**config.mk**
```make
export PLATFORM = sky130hd
export DESIGN_NAME = sprite_track_ctrl
export DESIGN_NICKNAME = d
export VERILOG_FILES = /design/src/rtl/sprite_track_pkg.sv /design/src/rtl/sprite_track_channel.sv /design/src/rtl/sprite_track_ctrl.sv
export SDC_FILE = /design/constraint.sdc
export NUM_CORES = 1
export LEC_CHECK = 0
export BUFFER_PORTS_ARGS = -buffer_cell sky130_fd_sc_hd__buf_2
export CAP_MARGIN = 25
export CORE_MARGIN = 2
export CORE_UTILIZATION = 45
export CTS_CLUSTER_DIAMETER = 200
export DETAILED_ROUTE_END_ITERATION = 10
export GPL_TIMING_DRIVEN = 0
export PLACE_DENSITY = 0.61
export SYNTH_ARGS = -nofsm -noshare
export SYNTH_HDL_FRONTEND = slang
export SYNTH_SLANG_ARGS = --single-unit
```
**constraint.sdc**
```tcl
create_clock -name clk -period 4.1 [get_ports clk]
set_clock_uncertainty 0.1 [all_clocks]
set_input_delay 0.82 -clock clk [delete_from_list [all_inputs] [get_ports clk]]
set_output_delay 0.82 -clock clk [all_outputs]
set_load 0.01 [all_outputs]
```
**src/rtl/sprite_track_pkg.sv**
```systemverilog
// Shared encodings for the sprite track controller.
//   dir_e   : movement request decoded from one player's up/down buttons
//   state_e : per-channel press/auto-repeat FSM states
//   decode_dir() : up/down levels -> dir_e. Both buttons held counts as no request.
package sprite_track_pkg;

  typedef enum logic [1:0] {
    DIR_NONE = 2'd0,
    DIR_UP   = 2'd1,
    DIR_DOWN = 2'd2
  } dir_e;

  typedef enum logic [1:0] {
    IDLE   = 2'd0,
    DELAY  = 2'd1,
    REPEAT = 2'd2
  } state_e;

  function automatic dir_e decode_dir(input logic up, input logic down);
    dir_e d;
    d = DIR_NONE;
    if (up && !down)      d = DIR_UP;
    else if (down && !up) d = DIR_DOWN;
    return d;
  endfunction

endpackage

```
**src/rtl/sprite_track_channel.sv**
```systemverilog
// One sprite channel: press-then-auto-repeat FSM, hold/repeat tick counter,
// clamped Y stepping and a one-cycle moved pulse.
// Ports:
//   clk, reset_n   : clock, asynchronous active-low reset
//   tick           : movement enable; inputs are only acted on in tick cycles
//   recentre       : synchronous return to INIT_Y / IDLE, overrides everything
//   up, down       : debounced button levels for this player
//   top_y          : registered sprite top-Y
//   at_top         : top_y == 0
//   at_bottom      : top_y == MAX_Y
//   moved          : registered pulse, high for the cycle after top_y changed
module sprite_track_channel
  import sprite_track_pkg::*;
#(
  parameter int Y_W          = 6,
  parameter int MAX_Y        = 42,
  parameter int STEP         = 2,
  parameter int INIT_Y       = 21,
  parameter int HOLD_TICKS   = 8,
  parameter int REPEAT_TICKS = 2,
  parameter int CNT_W        = 4
) (
  input  logic           clk,
  input  logic           reset_n,
  input  logic           tick,
  input  logic           recentre,
  input  logic           up,
  input  logic           down,
  output logic [Y_W-1:0] top_y,
  output logic           at_top,
  output logic           at_bottom,
  output logic           moved
);

  localparam int YW1 = Y_W + 1;

  localparam logic [Y_W-1:0]   STEP_Y      = Y_W'(STEP);
  localparam logic [Y_W-1:0]   MAX_Y_V     = Y_W'(MAX_Y);
  localparam logic [Y_W-1:0]   INIT_Y_V    = Y_W'(INIT_Y);
  localparam logic [Y_W:0]     STEP_WIDE   = YW1'(STEP);
  localparam logic [Y_W:0]     MAX_WIDE    = YW1'(MAX_Y);
  localparam logic [CNT_W-1:0] HOLD_LOAD   = CNT_W'(HOLD_TICKS - 1);
  localparam logic [CNT_W-1:0] REPEAT_LOAD = CNT_W'(REPEAT_TICKS - 1);

  state_e           state;
  dir_e             latched;
  dir_e             dir;
  logic [CNT_W-1:0] cnt;
  logic [Y_W:0]     sum;
  logic [Y_W-1:0]   step_y;

  // Candidate position if a step is taken this tick in the requested direction.
  // The downward sum is one bit wider so the clamp sees the true overshoot.
  // NOTE: every always_comb output gets a default first so no latch is inferred.
  always_comb begin
    dir    = decode_dir(up, down);
    sum    = {1'b0, top_y} + STEP_WIDE;
    step_y = top_y;
    case (dir)
      DIR_UP:   step_y = (top_y < STEP_Y) ? '0 : top_y - STEP_Y;
      DIR_DOWN: step_y = (sum > MAX_WIDE) ? MAX_Y_V : sum[Y_W-1:0];
      default:  step_y = top_y;
    endcase
  end

  // A clamped step still advances the FSM timing; moved only reports a real change.
  // NOTE: sequential state uses non-blocking assignments so every register
  // samples the pre-edge values of the others.
  always_ff @(posedge clk or negedge reset_n) begin
    if (!reset_n) begin
      top_y   <= INIT_Y_V;
      state   <= IDLE;
      latched <= DIR_NONE;
      cnt     <= '0;
      moved   <= 1'b0;
    end else if (recentre) begin
      top_y   <= INIT_Y_V;
      state   <= IDLE;
      latched <= DIR_NONE;
      cnt     <= '0;
      moved   <= 1'b0;
    end else begin
      moved <= 1'b0;
      if (tick) begin
        case (state)
          IDLE: begin
            if (dir != DIR_NONE) begin
              top_y   <= step_y;
              moved   <= (step_y != top_y);
              latched <= dir;
              cnt     <= HOLD_LOAD;
              state   <= DELAY;
            end
          end
          DELAY: begin
            if (dir == DIR_NONE) begin
              latched <= DIR_NONE;
              state   <= IDLE;
            end else if (dir != latched) begin
              // Reversal is treated as a fresh press: step now, restart the hold delay.
              top_y   <= step_y;
              moved   <= (step_y != top_y);
              latched <= dir;
              cnt     <= HOLD_LOAD;
            end else if (cnt == '0) begin
              top_y <= step_y;
              moved <= (step_y != top_y);
              cnt   <= REPEAT_LOAD;
              state <= REPEAT;
            end else begin
              cnt <= cnt - 1'b1;
            end
          end
          REPEAT: begin
            if (dir == DIR_NONE) begin
              latched <= DIR_NONE;
              state   <= IDLE;
            end else if (dir != latched) begin
              top_y   <= step_y;
              moved   <= (step_y != top_y);
              latched <= dir;
              cnt     <= HOLD_LOAD;
              state   <= DELAY;
            end else if (cnt == '0) begin
              top_y <= step_y;
              moved <= (step_y != top_y);
              cnt   <= REPEAT_LOAD;
            end else begin
              cnt <= cnt - 1'b1;
            end
          end
          default: begin
            latched <= DIR_NONE;
            state   <= IDLE;
          end
        endcase
      end
    end
  end

  assign at_top    = (top_y == '0);
  assign at_bottom = (top_y == MAX_Y_V);

endmodule

```
**src/rtl/sprite_track_ctrl.sv**
```systemverilog
// Vertical-position controller for NUM_PLAYERS OLED sprites. Fans tick and
// recentre out to one sprite_track_channel per player and packs the results.
// Ports:
//   clk, reset_n   : clock, asynchronous active-low reset
//   tick           : one-cycle movement strobe (frame rate)
//   recentre       : synchronous recentre of all sprites
//   up, down       : per-player button levels
//   top_y          : packed top-Y, player i at [i*Y_W +: Y_W]
//   at_top         : per-player top_y == 0
//   at_bottom      : per-player top_y == SCREEN_H - SPRITE_H
//   moved          : per-player one-cycle pulse when top_y changed
module sprite_track_ctrl
  import sprite_track_pkg::*;
#(
  parameter int NUM_PLAYERS  = 2,
  parameter int Y_W          = 6,
  parameter int SCREEN_H     = 64,
  parameter int SPRITE_H     = 22,
  parameter int STEP         = 2,
  parameter int INIT_Y       = 21,
  parameter int HOLD_TICKS   = 8,
  parameter int REPEAT_TICKS = 2,
  parameter int CNT_W        = 4
) (
  input  logic                       clk,
  input  logic                       reset_n,
  input  logic                       tick,
  input  logic                       recentre,
  input  logic [NUM_PLAYERS-1:0]     up,
  input  logic [NUM_PLAYERS-1:0]     down,
  output logic [NUM_PLAYERS*Y_W-1:0] top_y,
  output logic [NUM_PLAYERS-1:0]     at_top,
  output logic [NUM_PLAYERS-1:0]     at_bottom,
  output logic [NUM_PLAYERS-1:0]     moved
);

  localparam int MAX_Y = SCREEN_H - SPRITE_H;

  // Reject parameter sets the datapath cannot represent.
  if (SPRITE_H >= SCREEN_H) begin : g_bad_sprite_h
    $error("sprite_track_ctrl: SPRITE_H must be below SCREEN_H");
  end
  if (INIT_Y > MAX_Y) begin : g_bad_init_y
    $error("sprite_track_ctrl: INIT_Y must not exceed SCREEN_H - SPRITE_H");
  end
  if (SCREEN_H > (1 << Y_W)) begin : g_bad_y_w
    $error("sprite_track_ctrl: Y_W too narrow for SCREEN_H");
  end
  if (HOLD_TICKS < 1 || REPEAT_TICKS < 1) begin : g_bad_ticks
    $error("sprite_track_ctrl: HOLD_TICKS and REPEAT_TICKS must be at least 1");
  end
  if ((HOLD_TICKS - 1) >= (1 << CNT_W) || (REPEAT_TICKS - 1) >= (1 << CNT_W)) begin : g_bad_cnt_w
    $error("sprite_track_ctrl: CNT_W too narrow for the tick delays");
  end

  for (genvar i = 0; i < NUM_PLAYERS; i++) begin : g_chan
    sprite_track_channel #(
      .Y_W          (Y_W),
      .MAX_Y        (MAX_Y),
      .STEP         (STEP),
      .INIT_Y       (INIT_Y),
      .HOLD_TICKS   (HOLD_TICKS),
      .REPEAT_TICKS (REPEAT_TICKS),
      .CNT_W        (CNT_W)
    ) u_chan (
      .clk       (clk),
      .reset_n   (reset_n),
      .tick      (tick),
      .recentre  (recentre),
      .up        (up[i]),
      .down      (down[i]),
      .top_y     (top_y[i*Y_W +: Y_W]),
      .at_top    (at_top[i]),
      .at_bottom (at_bottom[i]),
      .moved     (moved[i])
    );
  end

endmodule
```
==> metrics.txt, run 1 <==
result of the run complete, no violations; post-CTS setup buffer count 0; Pre-antenna DRT Iters 4; Placed Instances 433; number of warnings printed during yosys synthesis 0; width of the die 82.1 µm; Seq. cell area 758 µm²; most common library cell in the layout ignoring fill and taps sky130_fd_sc_hd__nor2_1; maximum clock frequency 332 MHz; detailed placement HPWL 4990 µm; clock edge transition at the registers on the reported setup and hold paths 0.06 ns; maximum VDD drop 0.161 mV; total clock buffers created by CTS 5; Port Buffers 25; Internal 0.688 mW; Final Hold Vio Count 0; fill cell count 584; overflow left after global routing 0; Die Ht 82.1 µm; pin count of the biggest net entering global routing 31; Final Max Tran Viols 0; number of global-route vias before repair 2358; ratio of final minimum period to clock period 0.735; slew at the pin with the worst max-slew slack 0.712 ns; switching portion of total power 0.403; time the worst path needs with I/O delays and setup 3.01 ns; GRT Overall Usage 0.217; total wirelength of the detailed-routed design 6690 µm; CTS tree done; leading cell types in the layout, fill and taps excluded sky130_fd_sc_hd__nor2_1 (35), sky130_fd_sc_hd__buf_2 (29), sky130_fd_sc_hd__nand2_1 (27); layout overhead on the synthesized area 11.1%; row cnt 28; global-route wire length before repair 11200 µm; Starting Density 0.463; count of cells resized by post-cts repair 0; Max-cap violations 0; setup repair after global routing missed its margin false; kind of end point of the critical path register; dominant synthesized flop cell sky130_fd_sc_hd__dfrtp_1; number of enable-type register cells in the synthesized netlist 0; WP data required 4.15 ns; number of antenna repair diodes 0; initial antenna violation count 0; Worst-Skew Late Latency 0.27 ns; clock tree sinks 30; DRC 0; Cell Area, Synth 2740 µm²; worst min-delay path class register to register; DP Worst Slack 1.07 ns; leakage power summed over all cells 1.36 nW; Reg power frac 0.341; final setup slack of the worst path 1.09 ns; # IOs 26; via/cell ratio 5.90; FFs w/ async S/R, synth 1.00; global placer's final weighted congestion 0.861; Hold WS 0.406 ns; layout cell share with drive strength beyond 1 0.203; number of nets in the synthesized netlist 359; Max transition margin 0.521; largest buffer count on any clock path 2; CP Launch Type register; Vias 2594; drt first-iter violations 178; power density normalized to cell area 378 nW/µm²; depth of the CTS H-tree 2; standard cell core area 5920 µm²; Root Buffer Master sky130_fd_sc_hd__clkbuf_8; type of the worst setup path register to register; share of total power in the clock network 0.204; Pwr Total 1.15 mW; portion of total power attributed to combinational logic 0.455; Final ANT Viol Nets 0; count of cell types in the netlist 68; Setup violations, final 0; Setup Total Neg Slack 0 ns; highest fanout seen on the critical path 10; die area 6740 µm²; hold_buf cts 0; internal reg-to-reg setup slack 1.09 ns; Seq/Total Area, Yosys 0.276; Routed wire per std cell 15.2 µm; synthesized netlist cell count 333; post-layout net count 391; Synth Register Bits 30; footprint of the multi-input gates 1730 µm²; net switching power figure 0.465 mW; average instance area after synthesis 8.24 µm²; count of non-filler cells in the finished layout 440; arrival time of data at the critical path endpoint 3.06 ns
==> flip-flops by register name, summed over array words and instances (netlist names) <==
signal / flops
g_chan.u_chan.cnt: 8
g_chan.u_chan.latched: 4
g_chan.u_chan.moved: 2
g_chan.u_chan.state: 4
g_chan.u_chan.top_y: 12
==> cell usage after synthesis, drive strengths merged (4+ instances only) <==
library cell   n  share of area
o21a           4          0.011
nand3         13          0.024
dfrtp         24           0.22
xor2           8          0.026
inv           22          0.030
or3            4          0.011
dfstp          6          0.057
buf           13          0.033
ha            18          0.082
nor4           6          0.014
a311oi         9          0.029
nand2         27          0.037
nor3           7          0.013
a22oi          5          0.014
a21oi         19          0.036
clkbuf        12          0.031
o21ai         24          0.044
nor2          35          0.048
mux2           5          0.021
==> stage by stage <==
step           utilization  cell area [µm²]
2_1_floorplan            -             2740
3_3_place_gp         0.500             2960
3_5_place_dp         0.500             2960
4_1_cts              0.515             3050
5_1_grt              0.515             3050
6_report             0.515             3050
==> per-layer routing <==
metal,GRT usage,vias up,wire length [µm]
met2,0.355,76,3180
met3,0.0275,10,325
li1,-,1277,-
met1,0.291,1231,3070
met5,0,-,0
met4,0.0817,0,120
==> power by group through the flow <==
stage          sequential, mW  combinational (mW)  clock [mW]
2_1_floorplan           0.394               0.391           0
3_3_place_gp            0.396               0.515           0
3_5_place_dp            0.397               0.518           0
4_1_cts                 0.392               0.521       0.248
5_1_grt                 0.402               0.589       0.260
6_report                0.393               0.524       0.235
==> area by class of cell <==
cell class              instances  area share
plain buffers                  25      0.0579
clock buffers                   7      0.0283
inverters                      22      0.0271
multi-input cells             256       0.566
flip-flops and latches         30       0.249
well taps                      75      0.0308
repair buffers                 25      0.0410
==> worst paths after layout <==
kind | to | cells past startpoint | startpoint
hold reg to reg | g_chan[0].u_chan.latched[0] | 2 | g_chan[0].u_chan.latched[0]
setup / recovery | g_chan[0].u_chan.moved | 9 | g_chan[0].u_chan.top_y[2]
setup reg to reg | g_chan[0].u_chan.moved | 9 | g_chan[0].u_chan.top_y[2]
hold / removal | g_chan[0].u_chan.latched[0] | 2 | g_chan[0].u_chan.latched[0]
min in group asynchronous | g_chan[1].u_chan.top_y[1] | 1 | reset_n
max in group asynchronous | g_chan[0].u_chan.top_y[3] | 1 | reset_n
==> worst max-delay path, stage by stage, from the launching register on <==
cell and delay [ns]:
sky130_fd_sc_hd__dfstp_2 0.54, sky130_fd_sc_hd__clkbuf_8 0.15, sky130_fd_sc_hd__inv_1 0.05, sky130_fd_sc_hd__ha_1 0.34, sky130_fd_sc_hd__or3_2 0.43, sky130_fd_sc_hd__a221o_1 0.39, sky130_fd_sc_hd__nand3_1 0.18, sky130_fd_sc_hd__mux2_2 0.35
sky130_fd_sc_hd__a311oi_1 0.25, sky130_fd_sc_hd__a21oi_1 0.10
==> cells by family (layout without fill, tap and decap cells) <==
logic type,Yosys count,in the layout,share of synthesized area
AND/OR/NAND/NOR,115,115,0.207
AO/OA/AOI/OAI,104,104,0.269
buffers and inverters,47,79,0.0944
flip-flops,30,30,0.276
adder cells (fa/ha/maj),18,18,0.0821
XOR/XNOR,11,11,0.0351
multiplexers,8,8,0.0360
Note: power is estimated with default switching activity, not from simulation.
==> run 2: changes to the inputs <==
--- a/config.mk
+++ b/config.mk
@@ -12,7 +12,7 @@
 export CTS_CLUSTER_DIAMETER = 200
 export DETAILED_ROUTE_END_ITERATION = 10
 export GPL_TIMING_DRIVEN = 0
-export PLACE_DENSITY = 0.61
+export PLACE_DENSITY = 0.64
 export SYNTH_ARGS = -nofsm -noshare
 export SYNTH_HDL_FRONTEND = slang
 export SYNTH_SLANG_ARGS = --single-unit
==> constraint.sdc (replaced) <==
create_clock -name clk -period 2.7 [get_ports clk]
set_clock_uncertainty 0.1 [all_clocks]
set_input_delay 0.54 -clock clk [delete_from_list [all_inputs] [get_ports clk]]
set_output_delay 0.54 -clock clk [all_outputs]
set_load 0.01 [all_outputs]
==> run 2 against run 1 <==
Net effect: sequential power up 52%; non-clock buffer count rose by 3; core utilization rose by 1.1 points; combinational power is 56% higher; flip-flop and latch count stayed put; die area stayed put; wire length increased by 0.55%; global-route usage increased by 0.12 points; critical endpoint unchanged; largest cell class unchanged.
==> metrics.txt, run 2 (synthesis gave the netlist of run 1 again) <==
Port Buffers 25 (unchanged); post-layout net count 394 (+0.77%); GRT Overall Usage 0.218 (+0.00121); clock tree sinks 30 (unchanged); WP data required 2.77 ns (-1.38 ns); largest registers g_chan.u_chan.top_y (12), g_chan.u_chan.cnt (8); Setup Total Neg Slack 0 ns (unchanged); share of total power in the clock network 0.218 (+0.014); net switching power figure 0.744 mW (+60%); layout cell share with drive strength beyond 1 0.225 (+0.0222); Internal 1.07 mW (+55%); Biggest register g_chan.u_chan.top_y; CP Launch Type register; global placer's final weighted congestion 0.894 (+3.8%); type of the worst setup path register to register; critical-path cell with the highest stage delay sky130_fd_sc_hd__dfstp_2; row cnt 28 (unchanged); Hold WS 0.182 ns (-0.223 ns); portion of total power attributed to combinational logic 0.453 (-0.002); kind of end point of the critical path register; cells traversed along the worst timing path buf_8 > inv_1 > ha_4 > or3_2 > a221o_1 > buf_4 > and4_1 > nor4_2 > a21oi_1; instance area after placement 2980 µm² (+0.59%); total clock buffers created by CTS 5 (unchanged); pin count of the biggest net entering global routing 31 (unchanged); drt first-iter violations 185 (+3.9%); largest buffer count on any clock path 2 (unchanged); time the worst path needs with I/O delays and setup 2.66 ns (-0.353 ns); Worst path top cell family by delay simple AND/OR/NAND/NOR gates; global-route wire length before repair 11300 µm (+0.55%); most heavily used metal layer in global routing met2; overflow left after global routing 0 (unchanged); switching portion of total power 0.411 (+0.00798); Max-cap violations 0 (unchanged); Worst Path Buf+Inv 3 (+1); Critical Path Max Stage Delay 0.55 ns (about the same); DRC 0 (unchanged); most common library cell in the layout ignoring fill and taps sky130_fd_sc_hd__nor2_1; met2 layer usage reported by global route 0.350 (-0.00569); result of the run complete, no violations; count of non-filler cells in the finished layout 444 (+0.91%); Final Max Tran Viols 0 (unchanged); depth of the CTS H-tree 2 (unchanged); Die Ht 82.1 µm (unchanged); highest fanout seen on the critical path 10 (unchanged); Setup violations, final 0 (unchanged); Pre-antenna DRT Iters 4 (unchanged); Seq. cell area 758 µm² (unchanged); leakage power summed over all cells 1.38 nW (+1.4%); Placed Instances 433 (unchanged); maximum VDD drop 0.274 mV (+70%); Vias 2634 (+1.5%); initial antenna violation count 0 (unchanged); footprint of the multi-input gates 1760 µm² (+1.7%); die area 6740 µm² (unchanged); number of flip-flops in the largest register 12 (unchanged); layout overhead on the synthesized area 13.4%; total wirelength of the detailed-routed design 6720 µm (+0.55%); clock edge transition at the registers on the reported setup and hold paths 0.08 ns (+0.02 ns); Routed wire per std cell 15.1 µm (-0.35%); Reg power frac 0.329 (-0.012); # IOs 26 (unchanged); power density normalized to cell area 582 nW/µm² (+54%); leading cell types in the layout, fill and taps excluded sky130_fd_sc_hd__nor2_1 (35), sky130_fd_sc_hd__buf_2 (29), sky130_fd_sc_hd__nand2_1 (27); Post-Layout Inst Area 3110 µm² (+2.1%); Root Buffer Master sky130_fd_sc_hd__clkbuf_8; number of antenna repair diodes 0 (unchanged); slew at the pin with the worst max-slew slack 0.692 ns (-0.0198 ns); worst min-delay path class input pin to async pin; CTS tree done; Final Hold Vio Count 0 (unchanged); Starting Density 0.463 (unchanged); ratio of final minimum period to clock period 0.985 (+0.250); Final ANT Viol Nets 0 (unchanged); Worst-Skew Late Latency 0.29 ns (+0.02 ns); width of the die 82.1 µm (unchanged); via/cell ratio 5.93 (+0.63%); fill cell count 589 (+0.86%); arrival time of data at the critical path endpoint 2.73 ns (-0.33 ns); maximum clock frequency 376 MHz (+13%); Max transition margin 0.539 (+0.0182); met3 global-route usage 0.0363 (+0.00879); standard cell core area 5920 µm² (unchanged); met1 track demand over resource in global routing 0.303 (+0.0118); number of global-route vias before repair 2339 (-0.81%); detailed placement HPWL 4840 µm (-2.9%)
run 2: power by group through the flow:
stage	logic, mW	clock network, mW	registers [mW]
global route	0.922	0.425	0.608
floorplan	0.602	0	0.598
CTS	0.808	0.406	0.595
global placement	0.787	0	0.602
finish	0.820	0.394	0.596
detailed placement	0.795	0	0.603
run 2: area by class of cell:
class	instances	share of cell area
well taps	75	0.0302
clock buffers	6	0.0265
multi-input cells	256	0.565
repair buffers	28	0.0474
plain buffers	25	0.0571
clock inverters	2	0.00402
flip-flops and latches	30	0.244
inverters	22	0.0265
run 2: what timing repair did:
action | in CTS | in global routing
setup endpoints to repair | 1 | 4
setup buffers | 3 | 0
pin swaps | 4 | 1
hold buffers | 0 | 0
resized for setup | 1 | 3
run 2: metrics by stage:
stage	power, mW	util	worst slack, ns
2_1_floorplan	1.20	-	0.00604
3_3_place_gp	1.39	0.503	-0.110
3_5_place_dp	1.40	0.503	-0.0887
4_1_cts	1.81	0.524	0.00446
5_1_grt	1.96	0.526	-0.0264
6_report	1.81	0.526	0.0410
run 2: worst paths after layout:
path	from	endpoint	slack, ns	cells after the start
setup reg to reg	g_chan[0].u_chan.top_y[2]	g_chan[0].u_chan.moved	0.04	9
max in group asynchronous	reset_n	g_chan[1].u_chan.latched[1]	1.85	1
min in group clk	g_chan[0].u_chan.latched[1]	g_chan[0].u_chan.latched[1]	0.41	2
hold reg to reg	g_chan[0].u_chan.latched[1]	g_chan[0].u_chan.latched[1]	0.41	2
setup / recovery	g_chan[0].u_chan.top_y[2]	g_chan[0].u_chan.moved	0.04	9
hold / removal	reset_n	g_chan[0].u_chan.latched[1]	0.18	1
run 2: worst reg2reg max path: stages (launching register included):
cell and delay (ns):
sky130_fd_sc_hd__dfstp_2 0.55, sky130_fd_sc_hd__buf_8 0.12, sky130_fd_sc_hd__inv_1 0.07, sky130_fd_sc_hd__ha_4 0.24
sky130_fd_sc_hd__or3_2 0.41, sky130_fd_sc_hd__a221o_1 0.35, sky130_fd_sc_hd__buf_4 0.16, sky130_fd_sc_hd__and4_1 0.21
sky130_fd_sc_hd__nor4_2 0.23, sky130_fd_sc_hd__a21oi_1 0.11
run 2: metal layers:
metal	up-vias	share of wire
met3	9	0.051
met2	93	0.47
met4	0	0.014
met5	-	0
met1	1248	0.47
li1	1284	-
